==> config.mk <==
export PLATFORM = sky130hd
export DESIGN_NAME = ctrl_word_uart_tx
export DESIGN_NICKNAME = d
export VERILOG_FILES = /design/src/rtl/ctrl_word_uart_tx.sv
export SDC_FILE = /design/constraint.sdc
export NUM_CORES = 1
export LEC_CHECK = 0
export BUFFER_PORTS_ARGS = -buffer_cell sky130_fd_sc_hd__buf_2
export CAP_MARGIN = 15
export CORE_MARGIN = 2
export CORE_UTILIZATION = 65
export DETAILED_ROUTE_END_ITERATION = 12
export PLACE_DENSITY = 0.85
export SLEW_MARGIN = 5
export SYNTH_ARGS = -nofsm -noshare
export SYNTH_HDL_FRONTEND = slang
export SYNTH_SLANG_ARGS = --single-unit
==> constraint.sdc <==
create_clock -name clk -period 4.3 [get_ports clk]
set_input_delay 0.86 -clock clk [delete_from_list [all_inputs] [get_ports clk]]
set_output_delay 0.86 -clock clk [all_outputs]
set_load 0.005 [all_outputs]
==> src/rtl/ctrl_word_uart_tx.sv <==
// Buffers control-register words written by the bus and ships each one over a UART 8N1 link,
// least-significant byte first, with busy/full/overflow status for the CPU side.
module ctrl_word_uart_tx #(
    parameter int DATA_WIDTH   = 32,
    parameter int CLKS_PER_BIT = 434,
    parameter int FIFO_DEPTH   = 4
) (
    input  logic                  clk,
    input  logic                  rst,
    input  logic [DATA_WIDTH-1:0] ctrl_data,
    input  logic                  ctrl_valid,
    input  logic                  clr_overflow,
    output logic                  tx,
    output logic                  busy,
    output logic                  fifo_full,
    output logic                  overflow,
    output logic                  word_sent
);

    // state    | meaning
    // ST_IDLE  | line high; pops the head word as soon as the FIFO is non-empty
    // ST_START | start bit (tx=0) for one bit time
    // ST_DATA  | eight data bits of the current byte, LSB first
    // ST_STOP  | stop bit (tx=1); chains to the next byte or ends the word

    localparam int NBYTES = DATA_WIDTH / 8;
    localparam int BAUD_W = $clog2(CLKS_PER_BIT);
    localparam int PTR_W  = $clog2(FIFO_DEPTH);
    localparam int CNT_W  = PTR_W + 1;
    localparam int BYTE_W = (NBYTES > 1) ? $clog2(NBYTES) : 1;

    localparam logic [BAUD_W-1:0] BAUD_MAX  = BAUD_W'(CLKS_PER_BIT - 1);
    localparam logic [BYTE_W-1:0] LAST_BYTE = BYTE_W'(NBYTES - 1);
    localparam logic [CNT_W-1:0]  CNT_FULL  = CNT_W'(FIFO_DEPTH);

    localparam logic [1:0] ST_IDLE  = 2'd0;
    localparam logic [1:0] ST_START = 2'd1;
    localparam logic [1:0] ST_DATA  = 2'd2;
    localparam logic [1:0] ST_STOP  = 2'd3;

    logic [DATA_WIDTH-1:0] mem [FIFO_DEPTH];
    logic [PTR_W-1:0]      wr_ptr;
    logic [PTR_W-1:0]      rd_ptr;
    logic [CNT_W-1:0]      count;
    logic [CNT_W-1:0]      count_nxt;

    logic [1:0]            state;
    logic [1:0]            state_nxt;
    logic [BAUD_W-1:0]     baud_cnt;
    logic [BAUD_W-1:0]     baud_nxt;
    logic [2:0]            bit_idx;
    logic [2:0]            bit_nxt;
    logic [BYTE_W-1:0]     byte_idx;
    logic [BYTE_W-1:0]     byte_nxt;
    logic [DATA_WIDTH-1:0] shreg;
    logic [DATA_WIDTH-1:0] shreg_nxt;
    logic                  tx_nxt;
    logic                  word_sent_nxt;

    logic push;
    logic drop;
    logic pop;

    // Full is judged on the registered flag, so a pop at the same edge never rescues a strobe.
    assign push = ctrl_valid && !fifo_full;
    assign drop = ctrl_valid && fifo_full;
    assign pop  = (state == ST_IDLE) && (count != '0);

    always_comb begin
        count_nxt = count;
        case ({push, pop})
            2'b10:   count_nxt = count + CNT_W'(1);
            2'b01:   count_nxt = count - CNT_W'(1);
            default: count_nxt = count;
        endcase
    end

    always_ff @(posedge clk) begin
        if (push) begin
            mem[wr_ptr] <= ctrl_data;
        end
    end

    always_ff @(posedge clk or posedge rst) begin
        if (rst) begin
            wr_ptr    <= '0;
            rd_ptr    <= '0;
            count     <= '0;
            fifo_full <= 1'b0;
            overflow  <= 1'b0;
        end else begin
            if (push) begin
                wr_ptr <= wr_ptr + PTR_W'(1);
            end
            if (pop) begin
                rd_ptr <= rd_ptr + PTR_W'(1);
            end
            count     <= count_nxt;
            fifo_full <= (count_nxt == CNT_FULL);
            if (drop) begin
                overflow <= 1'b1;
            end else if (clr_overflow) begin
                overflow <= 1'b0;
            end
        end
    end

    // The shift register moves one place per data bit, so after eight bits the next byte sits at [7:0].
    always_comb begin
        state_nxt     = state;
        baud_nxt      = baud_cnt;
        bit_nxt       = bit_idx;
        byte_nxt      = byte_idx;
        shreg_nxt     = shreg;
        tx_nxt        = tx;
        word_sent_nxt = 1'b0;
        case (state)
            ST_IDLE: begin
                tx_nxt = 1'b1;
                if (pop) begin
                    shreg_nxt = mem[rd_ptr];
                    byte_nxt  = '0;
                    baud_nxt  = BAUD_MAX;
                    state_nxt = ST_START;
                    tx_nxt    = 1'b0;
                end
            end
            ST_START: begin
                if (baud_cnt == '0) begin
                    state_nxt = ST_DATA;
                    bit_nxt   = 3'd0;
                    baud_nxt  = BAUD_MAX;
                    tx_nxt    = shreg[0];
                end else begin
                    baud_nxt = baud_cnt - BAUD_W'(1);
                end
            end
            ST_DATA: begin
                if (baud_cnt == '0) begin
                    baud_nxt  = BAUD_MAX;
                    shreg_nxt = shreg >> 1;
                    if (bit_idx == 3'd7) begin
                        state_nxt = ST_STOP;
                        tx_nxt    = 1'b1;
                    end else begin
                        bit_nxt = bit_idx + 3'd1;
                        tx_nxt  = shreg[1];
                    end
                end else begin
                    baud_nxt = baud_cnt - BAUD_W'(1);
                end
            end
            ST_STOP: begin
                if (baud_cnt == '0) begin
                    if (byte_idx != LAST_BYTE) begin
                        byte_nxt  = byte_idx + BYTE_W'(1);
                        baud_nxt  = BAUD_MAX;
                        state_nxt = ST_START;
                        tx_nxt    = 1'b0;
                    end else begin
                        state_nxt     = ST_IDLE;
                        word_sent_nxt = 1'b1;
                    end
                end else begin
                    baud_nxt = baud_cnt - BAUD_W'(1);
                end
            end
            default: begin
                state_nxt = ST_IDLE;
                tx_nxt    = 1'b1;
            end
        endcase
    end

    always_ff @(posedge clk or posedge rst) begin
        if (rst) begin
            state     <= ST_IDLE;
            baud_cnt  <= '0;
            bit_idx   <= '0;
            byte_idx  <= '0;
            shreg     <= '0;
            tx        <= 1'b1;
            word_sent <= 1'b0;
            busy      <= 1'b0;
        end else begin
            state     <= state_nxt;
            baud_cnt  <= baud_nxt;
            bit_idx   <= bit_nxt;
            byte_idx  <= byte_nxt;
            shreg     <= shreg_nxt;
            tx        <= tx_nxt;
            word_sent <= word_sent_nxt;
            busy      <= (count_nxt != '0) || (state_nxt != ST_IDLE);
        end
    end

endmodule

Word-level counts from Yosys, hierarchy flattened
Memory sizes are Yosys's and may differ from the RTL's. Cells that the tools add are included.

$add $sub $neg: 7. Eq/ne operators: 15. Muxes and demuxes: 38. Reduce and logical (&&, ||, !) cells: 20.

Operator list (number): 2-to-1 mux 32 bit (2); case mux 32 bit (2 select lines) (1); 2-to-1 mux 9 bit (4); case mux 9 bit (3 select lines) (1); 2-to-1 mux 2 bit (8); 2-to-1 mux 1 bit (14); inequality test 2 bit, second input constant (7); case mux 3 bit (2 select lines) (2); AND reduction 4 bit (3); nonzero test 2 bit (5); zero test 9 bit (1); 2-to-1 mux 3 bit (3); subtractor 9 x 1 -> 9 bit, second input constant (1); case mux 2 bit (4 select lines) (1); adder 2 x 1 -> 2 bit, second input constant (3); adder 3 x 1 -> 3 bit, second input constant (2); equality test 2 bit, second input constant (3); equality test 3 bit, second input constant (2); nonzero test 3 bit (2); equality test 2 x 1 -> 1 bit, second input constant (2); case mux 1 bit (4 select lines) (1); case mux 2 bit (2 select lines) (1); logical AND 1 bit (3); inequality test 3 bit, second input constant (1); 7 further kinds (7).

Register bits after elaboration: 60. Bits in writable memories: 128. Word-level logic and storage cells: 94. Memories kept: 1.

Memory list: mem (depth 4, bits a word 32, read ports 1, clocked after Yosys merged registers in 0, write ports 1, RTL line 41) `logic [DATA_WIDTH-1:0] mem [FIFO_DEPTH];`.

Longest topological paths before layout
Gate-level depths: netlist (run 1).

Word-level depth: 6. Depth in mapped cells: 11. Gate-level depth less buffers: 9.

Least setup slack after synthesis (run 1)
OpenSTA, ideal clock, no wires.

Path type: flip-flop to flip-flop. Start: reg state[0]. End: reg busy. Library setup time: 0.150 ns. Data arrival time: 2.300 ns. Path slack: 1.850 ns. Cell stages (with the launch flop): 12. Period minus slack after synthesis: 2.450 ns. Path through: dfrtp_1 > clkbuf_1 > or2_2 > clkbuf_1 > nor2_1 > ha_1 > inv_1 > fa_1 > xor2_1 > nor2_1 > xnor2_1 > nand3_1.

Longest elaborated chain between the ends: 6. Elaborated cells between the ends (all ways): 17.

RTL lines: start: declaration (RTL line 47) `logic [1:0] state;`; start signal: assignment (RTL line 186) `state <= state_nxt;`; zero test 2 bit * (RTL line 67) `assign pop = (state == ST_IDLE) && (count != '0);`; logical AND 1 bit * (RTL line 67); named net pop (RTL line 62) `logic pop;`; equality test 2 x 1 -> 1 bit, or another cell as far along (RTL line 71) `case ({push, pop})`; case mux 3 bit (2 select lines) / case mux 2 bit (4 select lines) (equally long branches) (RTL line 71, 117); nonzero test 3 bit / nonzero test 2 bit (equally long branches) (RTL line 193) `busy <= (count_nxt != '0) || (state_nxt != ST_IDLE);`; logical OR 1 bit * (RTL line 193); end signal: assignment (RTL line 193); end: declaration (RTL line 14) `output logic busy,`.

Mark *: on every way through the listed nets, which the timed path passes. The rest lies on a longest branch. A chain may end at the register's enable or synchronous reset.

Worst setup path in the final report (run 1)
Ends and elaborated chain as after synthesis.

==> results of run 1 <==
## worst min-delay path by stage
stage / from / endpoint / depth (start not counted)
2_1_floorplan: shreg[10] / shreg[10] / 2
3_3_place_gp: shreg[17] / shreg[17] / 2
3_5_place_dp: shreg[23] / shreg[23] / 2
4_1_cts: shreg[17] / shreg[17] / 2
5_1_grt: shreg[23] / shreg[23] / 2
6_report: shreg[23] / shreg[23] / 2
## per-layer routing
layer | vias to the layer above | wire length (um) | track usage
li1 | 2234 | - | -
met1 | 2411 | 6190 | 0.316
met2 | 170 | 8020 | 0.437
met3 | 15 | 874 | 0.0664
met4 | 0 | 153 | 0.0862
met5 | - | 0 | 0
## kinds of logic after synthesis
logic type                 synth area share
AOI/OAI and AO/OA                     0.119
xor gates and xnor gates            0.00784
adders and majority gates            0.0170
buffers and inverters                0.0259
DFF                                   0.683
muxes                                0.0451
and+or+nand+nor                       0.102
## flip-flops by register name, indices dropped and copies added (netlist names)
register   cells
mem          128
shreg         32
baud_cnt       9
bit_idx        3
count          3
byte_idx       2
rd_ptr         2
state          2
wr_ptr         2
busy           1
fifo_full      1
overflow       1
tx             1
word_sent      1
## critical path, cell delays in order (launching register included)
cell     delay [ns]
dfrtp_1        0.54
or2_2          0.41
nor2_1         0.38
ha_1           0.26
inv_1          0.06
fa_1           0.37
xor2_1         0.15
nor2_1         0.11
xnor2_1        0.18
nand3_1        0.11
## cell usage after synthesis (3+ instances only)
cell | count | area, um^2
clkbuf_1 | 25 | 93.8
inv_1 | 13 | 48.8
a2111oi_0 | 31 | 272
edfxtp_1 | 128 | 3840
o21ai_0 | 43 | 215
nand2_1 | 42 | 158
mux2i_1 | 33 | 330
buf_1 | 4 | 15.0
nor3_1 | 4 | 20.0
nand3_1 | 36 | 180
nor2_1 | 16 | 60.1
buf_2 | 9 | 45.0
and2_1 | 4 | 25.0
nand2b_1 | 3 | 18.8
a21oi_1 | 3 | 15.0
dfrtp_1 | 59 | 1480
xnor2_1 | 5 | 43.8
o31ai_1 | 34 | 255
ha_1 | 9 | 113
nor2b_1 | 35 | 219
a22o_1 | 3 | 26.3
## report_power, final
group          total (mW)  leakage (nW)  switching [mW]  internal [mW]
Combinational        1.21          1.12           0.726          0.488
Clock                1.61         0.292           0.712          0.895
Sequential           2.80          1.90           0.378           2.42
Total                5.62          3.31            1.82           3.80
## layout make-up
class | instances | area (um^2) | area share
repair buffers | 49 | 268 | 0.0306
flip-flops and latches | 188 | 5350 | 0.611
well taps | 147 | 184 | 0.0210
clock buffers | 18 | 439 | 0.0501
inverters | 13 | 48.8 | 0.00557
multi-input cells | 334 | 2290 | 0.261
clock inverters | 14 | 176 | 0.0201
## per-stage QoR
step / instances / setup slack, ns / hold WS [ns] / total power, mW
final: 763 / 1.57 / 0.479 / 5.62
after global routing: 763 / 1.36 / 0.493 / 5.90
after CTS: 763 / 1.59 / 0.478 / 5.63
after detailed placement: 731 / 1.60 / 0.463 / 4.00
after global placement: 731 / 1.72 / 0.453 / 3.90
after floorplan: 573 / 1.85 / 0.443 / 3.63
==> results.md, run 1 <==
* Final Slew Violations at 0
* Cts repair resizes at 0
* First-pass DRT Iterations at 7
* Rows at 40
* # setup viols final at 0
* Skew-Pair Late Insertion Delay at 0.44 ns
* Clock-pin slew on the worst setup and hold paths at around 0.07 ns
* Ratio of cells with drive above 1 in the final layout at 0.154
* Fill count at 722
* CP Data Required Time at roughly 4.6 ns
* Max_cap viols at 0
* Die Span X at about 110 um
* Status: completed
* RSZ-0062 raised after global routing: no
* Netlist cell types at 48
* Leakage at around 3.3 nW
* Routability congestion estimate at 0.784
* Final ANT Viol Nets at 0
* CTS max path bufs at 2
* Final period util at 0.635
* Hold bufs inserted after CTS at 0
* Clock skew at ~0.0083 ns
* Max Clock Freq at between 300 and 400 MHz
* Most frequent cells in the layout: 128 x edfxtp_1, 57 x dfrtp_1, 43 x o21ai_0
* First-pass GRT wire length at ~25000 um
* Initial antenna violation count at 0
* H-tree levels at 4
* TritonCTS buffer count at 17
* Largest net degree at the start of global routing at 71
* Reg-to-reg slack, setup at approximately 1.6 ns
* P&R area growth vs syn at 11.9%
* Startpoint Class: flip-flop
* Reg-to-Reg Start: state[0]
* Fraction of registers with async set/reset at 0.319
* Syn Nets at 619
* CTS tree: yes
* Port Buffers at 40
* Critical path capture point: busy
* Global Route Usage Sum at 0.254
* Mapped Area at ~7800 um^2
* Post-CTS Setup Inserts at 0
* Root Buffer: clkbuf_16
* Post-Syn Area per Cell at ~14 um^2
* Total length of routed wires at around 15000 um
* Routed WL per cell at 20.0 um
* Placed inst area at about 8100 um^2
* CP arrival at 3.00 ns
* Crit path from: state[0]
* # diodes at 0
* Reg2reg path depth at 9
* DR iter-0 viols at roughly 510
* Crit path max fanout at 16
* Commonest non-fill, non-tap cell in the layout: edfxtp_1
* Post-DP HPWL at 8390 um
* Total gr overflow at 0
* Mapped Cells at between 500 and 600
* Top_reg_cell synth: edfxtp_1
* Max rail drop VDD at 0.000458 V
* Hold crit path type: flip-flop to flip-flop
* Initial Util at 0.659
* Post-route cell area at around 8800 um^2
* Worst r2r dst: busy
* Synthesized flop and latch total at 188
* Worst rel slew slack at 0.213
* TritonCTS Sinks at 188
* Setup TNS at 0 ns
* Worst slew pin tran at roughly 1.2 ns
* EDFF count, synth at 128
* Power Density at roughly 640 nW/um^2
* Fin crit period at around 2.7 ns
* Die ar. at about 13000 um^2
* Yosys warnings at 0
* Via Count at a little under 5000
* Endpoint type of the worst setup path: flip-flop
* Die Height at about 110 um
* Post-synthesis sequential area ratio at 0.683
* Vias in the first global route at between 4000 and 5000
* Core footprint at roughly 12000 um^2
* DR vias/cell at about 6.3
* Hold Vio Cnt, Final at 0
* Top Ports at around 40
* Drt drc at 0
* Core Util, Final at 0.738
* Layout net count at ~650
* Crit Path Class: flip-flop to flip-flop
No activity file was read; power rests on OpenSTA's default activity.
==> run 2, diff against run 1 <==
--- a/config.mk
+++ b/config.mk
@@ -5,12 +5,13 @@
 export SDC_FILE = /design/constraint.sdc
 export NUM_CORES = 1
 export LEC_CHECK = 0
+export ABC_AREA = 1
 export BUFFER_PORTS_ARGS = -buffer_cell sky130_fd_sc_hd__buf_2
 export CAP_MARGIN = 15
 export CORE_MARGIN = 2
-export CORE_UTILIZATION = 65
+export CORE_UTILIZATION = 61
 export DETAILED_ROUTE_END_ITERATION = 12
-export PLACE_DENSITY = 0.85
+export PLACE_DENSITY = 0.8
 export SLEW_MARGIN = 5
 export SYNTH_ARGS = -nofsm -noshare
 export SYNTH_HDL_FRONTEND = slang
==> constraint.sdc (replaced) <==
create_clock -name clk -period 2.8 [get_ports clk]
set_input_delay 0.56 -clock clk [delete_from_list [all_inputs] [get_ports clk]]
set_output_delay 0.56 -clock clk [all_outputs]
set_load 0.005 [all_outputs]
==> results.md, run 2 <==
* Status: completed
* Biggest register: mem
* Drt drc at 0
* CTS tree: yes
* Most common cell in the netlist: nand2_1
* Total length of routed wires at approximately 16000 um
* Initial antenna violation count at 0
* RSZ-0062 raised after global routing: no
* Leakage at 3.87 nW
* DR iter-0 viols at roughly 620
* Final ANT Viol Nets at 0
* # setup viols final at 0
* Post-synthesis sequential area ratio at 0.666
* TritonCTS buffer count at 17
* CP Data Required Time at roughly 3.1 ns
* Power Density at 725 nW/um^2
* Hold crit path type: primary input to async pin
* Synth area leaders: edfxtp_1 48%, dfrtp_1 18%, nand2_1 14%, nand3_1 8.9%, inv_1 1.7%
* CP cell instances: nor2_2 -> nand2_2 -> inv_1 -> ha_1 -> inv_1 -> fa_1 -> o21ai_0 -> or2_2 -> nor2_1 -> nand2_1
* Synthesized flop and latch total at around 190
* H-tree levels at 4
* Final Power at 6.51 mW
* Most frequent cells in the layout: 300 x nand2_1, 143 x nand3_1, 128 x edfxtp_1
* Storage cell area at ~5300 um^2
* Final Slew Violations at 0
* CTS max path bufs at 2
* Slowest cell on crit path: fa_1
* Endpoint type of the worst setup path: flip-flop
* Largest net degree at the start of global routing at 67
* Top_reg_cell synth: edfxtp_1
* Die Height at between 100 and 150 um
* First-pass GRT wire length at 26900 um
* Mapped Cells at 785
* Routed WL per cell at 16.2 um
* Via Count at 5702
* Largest register FFs at 128
* Reg2reg path depth at 10
* Clock skew at 0.00920 ns
* Most frequent CP cell: inv_1
* Hold bufs inserted after CTS at 0
* Core footprint at ~13000 um^2
* Hold Vio Cnt, Final at 0
* Syn Nets at about 830
* Crit path max fanout at 6
* # diodes at 0
* Netlist cell types at 31
* Total gr overflow at 0
* Max rail drop VDD at approximately 0.00058 V
* Max_cap viols at 0
* Top Ports at roughly 40
* Synth top cells by count: 300 x nand2_1, 143 x nand3_1, 128 x edfxtp_1
* Mapped Area at roughly 8000 um^2
* Largest regs: mem (128), shreg (32), baud_cnt (9)
* Cts repair resizes at 0
* Final hold slack at 0.124 ns
* Worst slew pin tran at about 0.70 ns
* Commonest non-fill, non-tap cell in the layout: nand2_1
* Vias in the first global route at 5654
* Cell type with the largest total area after synthesis: edfxtp_1
* Root Buffer: clkbuf_16
* Yosys top cell area share at 0.479
* Die Span X at 119 um
* Port Buffers at 40
* Die ar. at 14100 um^2
* P&R area growth vs syn at 11.9%
* Post-DP HPWL at 9320 um
* Crit Path Class: flip-flop to flip-flop
* Routability congestion estimate at about 0.85
* Global Route Usage Sum at 0.248
* Worst rel slew slack at 0.534
* Ratio of cells with drive above 1 in the final layout at 0.126
* Fraction of registers with async set/reset at 0.319
* Clock-pin slew on the worst setup and hold paths at roughly 0.070 ns
* Setup TNS at 0 ns
* Post-CTS Setup Inserts at 0
* Fill count at about 910
* Area of the multi-input gates at ~2400 um^2
* Max Clock Freq at approximately 450 MHz
* Skew-Pair Late Insertion Delay at approximately 0.45 ns
* First-pass DRT Iterations at 5
* Fin crit period at between 2 and 2.5 ns
* EDFF count, synth at around 130
* Final period util at 0.799
* Slowest stage delay, CP at 0.47 ns
* CP arrival at approximately 2.6 ns
* Layout net count at 871
* Initial Util at 0.631
* Yosys warnings at 0
* DR vias/cell at about 5.6
* Post-Syn Area per Cell at between 10 and 15 um^2
* Rows at 41
* TritonCTS Sinks at 188
* Startpoint Class: flip-flop
run 2: cell types whose count changed in the layout (fill, tap and decap cells not counted), sizes merged, moves of 4 or more:
cell,change
xnor2,-4
o31ai,-34
and2,-4
nor2b,-35
nand3,+109
inv,+25
mux2i,-33
o21ai,-28
buf,+7
nand2,+264
nor2,+14
a2111oi,-31
run 2: layout make-up:
type,count,share of cell area
clock buffer,19,0.0482
clock inverter,13,0.0157
inverter,40,0.0167
multi-input combinational,522,0.264
sequential,188,0.595
tap,172,0.0240
timing repair buffer,56,0.0357
run 2: cells by family (layout without fill, tap and decap cells):
family,Yosys count,after routing,share of synthesized area
buf+inv,75,128,0.0397
fa+ha+maj,10,10,0.0165
xor+xnor,5,5,0.00545
simple gates,487,487,0.259
flops,188,188,0.666
compound gates,20,20,0.0129
run 2: worst paths after layout:
kind                         startpoint          to  slack [ns]
hold / removal                      rst  bit_idx[0]        0.12
hold reg to reg                      tx          tx        0.46
setup reg to reg               state[1]        busy        0.56
max in group asynchronous           rst          tx        1.99
min in group clk           clr_overflow    overflow        0.30
setup / recovery               state[1]        busy        0.56
run 2: critical path: cells and delay by family (launching register included):
family                     cells  cell delay (ns)
AOI/OAI and AO/OA              1             0.09
DFF                            1             0.42
and+or+nand+nor                5             0.78
buffers and inverters          2             0.17
adders and majority gates      2             0.64
run 2: where the power goes:
group | switching [mW] | internal (mW) | total, mW
registers | 0.0967 | 3.40 | 3.49
logic | 0.469 | 0.192 | 0.661
clock network | 1.04 | 1.32 | 2.36
run 2: per-stage QoR:
stage | instances | area [um^2] | worst slack [ns] | utilization
final | 1010 | 8980 | 0.564 | 0.706
after global routing | 1010 | 8980 | 0.396 | 0.706
after CTS | 1010 | 8980 | 0.568 | 0.706
after detailed placement | 978 | 8410 | 0.567 | 0.661
after global placement | 978 | 8410 | 0.670 | 0.661
after floorplan | 785 | 8030 | 0.284 | -
run 2: metal layers:
layer  global-route usage  share of wire
met1                0.310           0.41
met2                0.397           0.49
met3               0.0598          0.068
met4                0.144          0.031
met5                    0              0
==> run 3, diff against run 2 <==
--- a/config.mk
+++ b/config.mk
@@ -9,9 +9,9 @@
 export BUFFER_PORTS_ARGS = -buffer_cell sky130_fd_sc_hd__buf_2
 export CAP_MARGIN = 15
 export CORE_MARGIN = 2
-export CORE_UTILIZATION = 61
+export CORE_UTILIZATION = 55
 export DETAILED_ROUTE_END_ITERATION = 12
-export PLACE_DENSITY = 0.8
+export PLACE_DENSITY = 0.77
 export SLEW_MARGIN = 5
 export SYNTH_ARGS = -nofsm -noshare
 export SYNTH_HDL_FRONTEND = slang
==> constraint.sdc (replaced) <==
create_clock -name clk -period 1.8 [get_ports clk]
set_input_delay 0.36 -clock clk [delete_from_list [all_inputs] [get_ports clk]]
set_output_delay 0.36 -clock clk [all_outputs]
set_load 0.005 [all_outputs]
==> results.md, run 3 (synthesized netlist as in run 2, its figures left out) <==
* Largest regs: mem (128), shreg (32), baud_cnt (9)
* P&R area growth vs syn at 17.1%
* CTS tree: yes
* Clock-pin slew on the worst setup and hold paths at around 0.07 ns
* Most frequent cells in the layout: 298 x nand2_1, 142 x nand3_1, 128 x edfxtp_1
* Final hold slack at between 0.1 and 0.15 ns
* Worst rel slew slack at 0.692
* Global Route Usage Sum at 0.224
* Area of the multi-input gates at 2440 um^2
* CTS max path bufs at 2
* Routability congestion estimate at 0.785
* Drt drc at 0
* CP arrival at 2.19 ns
* Largest register FFs at 128
* Die Height at roughly 120 um
* Max rail drop VDD at between 0.001 and 0.0015 V
* Via Count at roughly 5700
* First-pass GRT wire length at between 20000 and 30000 um
* Endpoint type of the worst setup path: flip-flop
* Ratio of cells with drive above 1 in the final layout at 0.167
* Status: complete, but fails checks
* Vias in the first global route at approximately 5700
* Biggest register: mem
* Fin crit period at around 1.9 ns
* Initial antenna violation count at 0
* Final Power at 10.4 mW
* Crit path max fanout at 2
* Core footprint at between 10000 and 15000 um^2
* H-tree levels at 4
* Startpoint Class: flip-flop
* Routed WL per cell at approximately 15 um
* Total length of routed wires at 16200 um
* Layout net count at 899
* Final Slew Violations at 0
* Hold Vio Cnt, Final at 0
* Leakage at 4.06 nW
* TritonCTS Sinks at 188
* Root Buffer: clkbuf_16
* First-pass DRT Iterations at 5
* Final period util at 1.04
* Worst slew pin tran at between 0.4 and 0.5 ns
* Initial Util at 0.557
* Clock skew at between 0.01 and 0.015 ns
* Failing checks: negative setup slack
* DP Worst Slack at -0.0962 ns
* # setup viols final at 2
* Die ar. at 15600 um^2
* Port Buffers at 40
* RSZ-0062 raised after global routing: yes
* Power Density at 1100 nW/um^2
* Commonest non-fill, non-tap cell in the layout: nand2_1
* Skew-Pair Late Insertion Delay at between 0.4 and 0.5 ns
* Rows at between 40 and 50
* Total gr overflow at 0
* Setup ws final at -0.0759 ns
* Hold crit path type: primary input to flip-flop
* Post-DP HPWL at ~10000 um
* Largest net degree at the start of global routing at 44
* Fill count at between 1000 and 1500
* TritonCTS buffer count at 17
* Die Span X at between 100 and 150 um
* # diodes at 0
* DR iter-0 viols at roughly 360
* Storage cell area at between 5000 and 6000 um^2
* Max_cap viols at 0
* CP Data Required Time at about 2.1 ns
* Final ANT Viol Nets at 0
* DR vias/cell at ~5.4
* Top Ports at between 40 and 50
* Max Clock Freq at approximately 530 MHz
* Crit Path Class: flip-flop to flip-flop
-- run 3: cell types whose count changed in the layout (fill, tap and decap cells not counted), moves of 2 or more --
| cell | previous run | this run |
|---|---|---|
| clkinv_1 | 2 | 0 |
| inv_1 | 36 | 34 |
| inv_8 | 1 | 4 |
| inv_6 | 3 | 5 |
| buf_12 | 0 | 9 |
| nor2_2 | 6 | 2 |
| nor2_4 | 0 | 5 |
| buf_4 | 16 | 34 |
| nand2_1 | 300 | 298 |
-- run 3: power breakdown --
part	leakage [nW]	internal, mW	switching (mW)
combinational	1.89	0.492	0.822
clock	0.280	1.96	1.69
sequential	1.89	5.27	0.138
total	4.06	7.73	2.65
-- run 3: layout make-up --
class,instances,area share
sequential,188,0.569
tap,184,0.0245
inverter,40,0.0166
timing repair buffer,84,0.0687
clock inverter,14,0.0157
clock buffer,18,0.0457
multi-input combinational,522,0.260
-- run 3: path summary, 6_finish.rpt --
kind                            depth (start not counted)         to    startpoint  slack (ns)
worst min register to register                          2         tx            tx        0.48
worst max-delay path                                   10       busy      state[1]       -0.08
worst min-delay path                                    2   overflow  clr_overflow        0.11
min in group asynchronous                               3  shreg[22]           rst        0.46
worst max register to register                         10       busy      state[1]       -0.08
max in group asynchronous                               4   state[0]           rst        0.80
-- run 3: through the flow --
step	TNS, ns	utilization	instance area, um^2	cells
3_5_place_dp	-0.152	0.608	8770	1015
4_1_cts	-0.117	0.650	9380	1049
6_report	-0.0956	0.652	9400	1050
3_3_place_gp	-0.0508	0.608	8770	1015
5_1_grt	-0.485	0.652	9400	1050
2_1_floorplan	-20.21	-	8070	785
-- run 3: worst max-delay path: stages, from the launching register on --
cell     delay (ns)
dfrtp_1        0.41
nor2_4         0.14
nand2_4        0.07
inv_4          0.06
ha_4           0.12
inv_2          0.04
fa_1           0.49
o21ai_2        0.06
or2_4          0.23
nor2_2         0.10
nand2_1        0.05
-- run 3: layer usage --
metal	global-route usage	vias to the layer above	wire, um
met3	0.0511	32	782
met5	0	-	0
li1	-	2753	-
met2	0.392	139	8490
met4	0.0778	0	291
met1	0.273	2754	6660
-- run 3: repair_timing --
item | 4_1_cts | 5_1_grt
setup buffers | 1 | 1
endpoints found under the setup margin | 2 | 11
endpoints found under the hold margin | 12 | 0
hold buffers | 1 | 0
cloned | 0 | 0
resized for setup | 2 | 4
pin swaps | 2 | 2
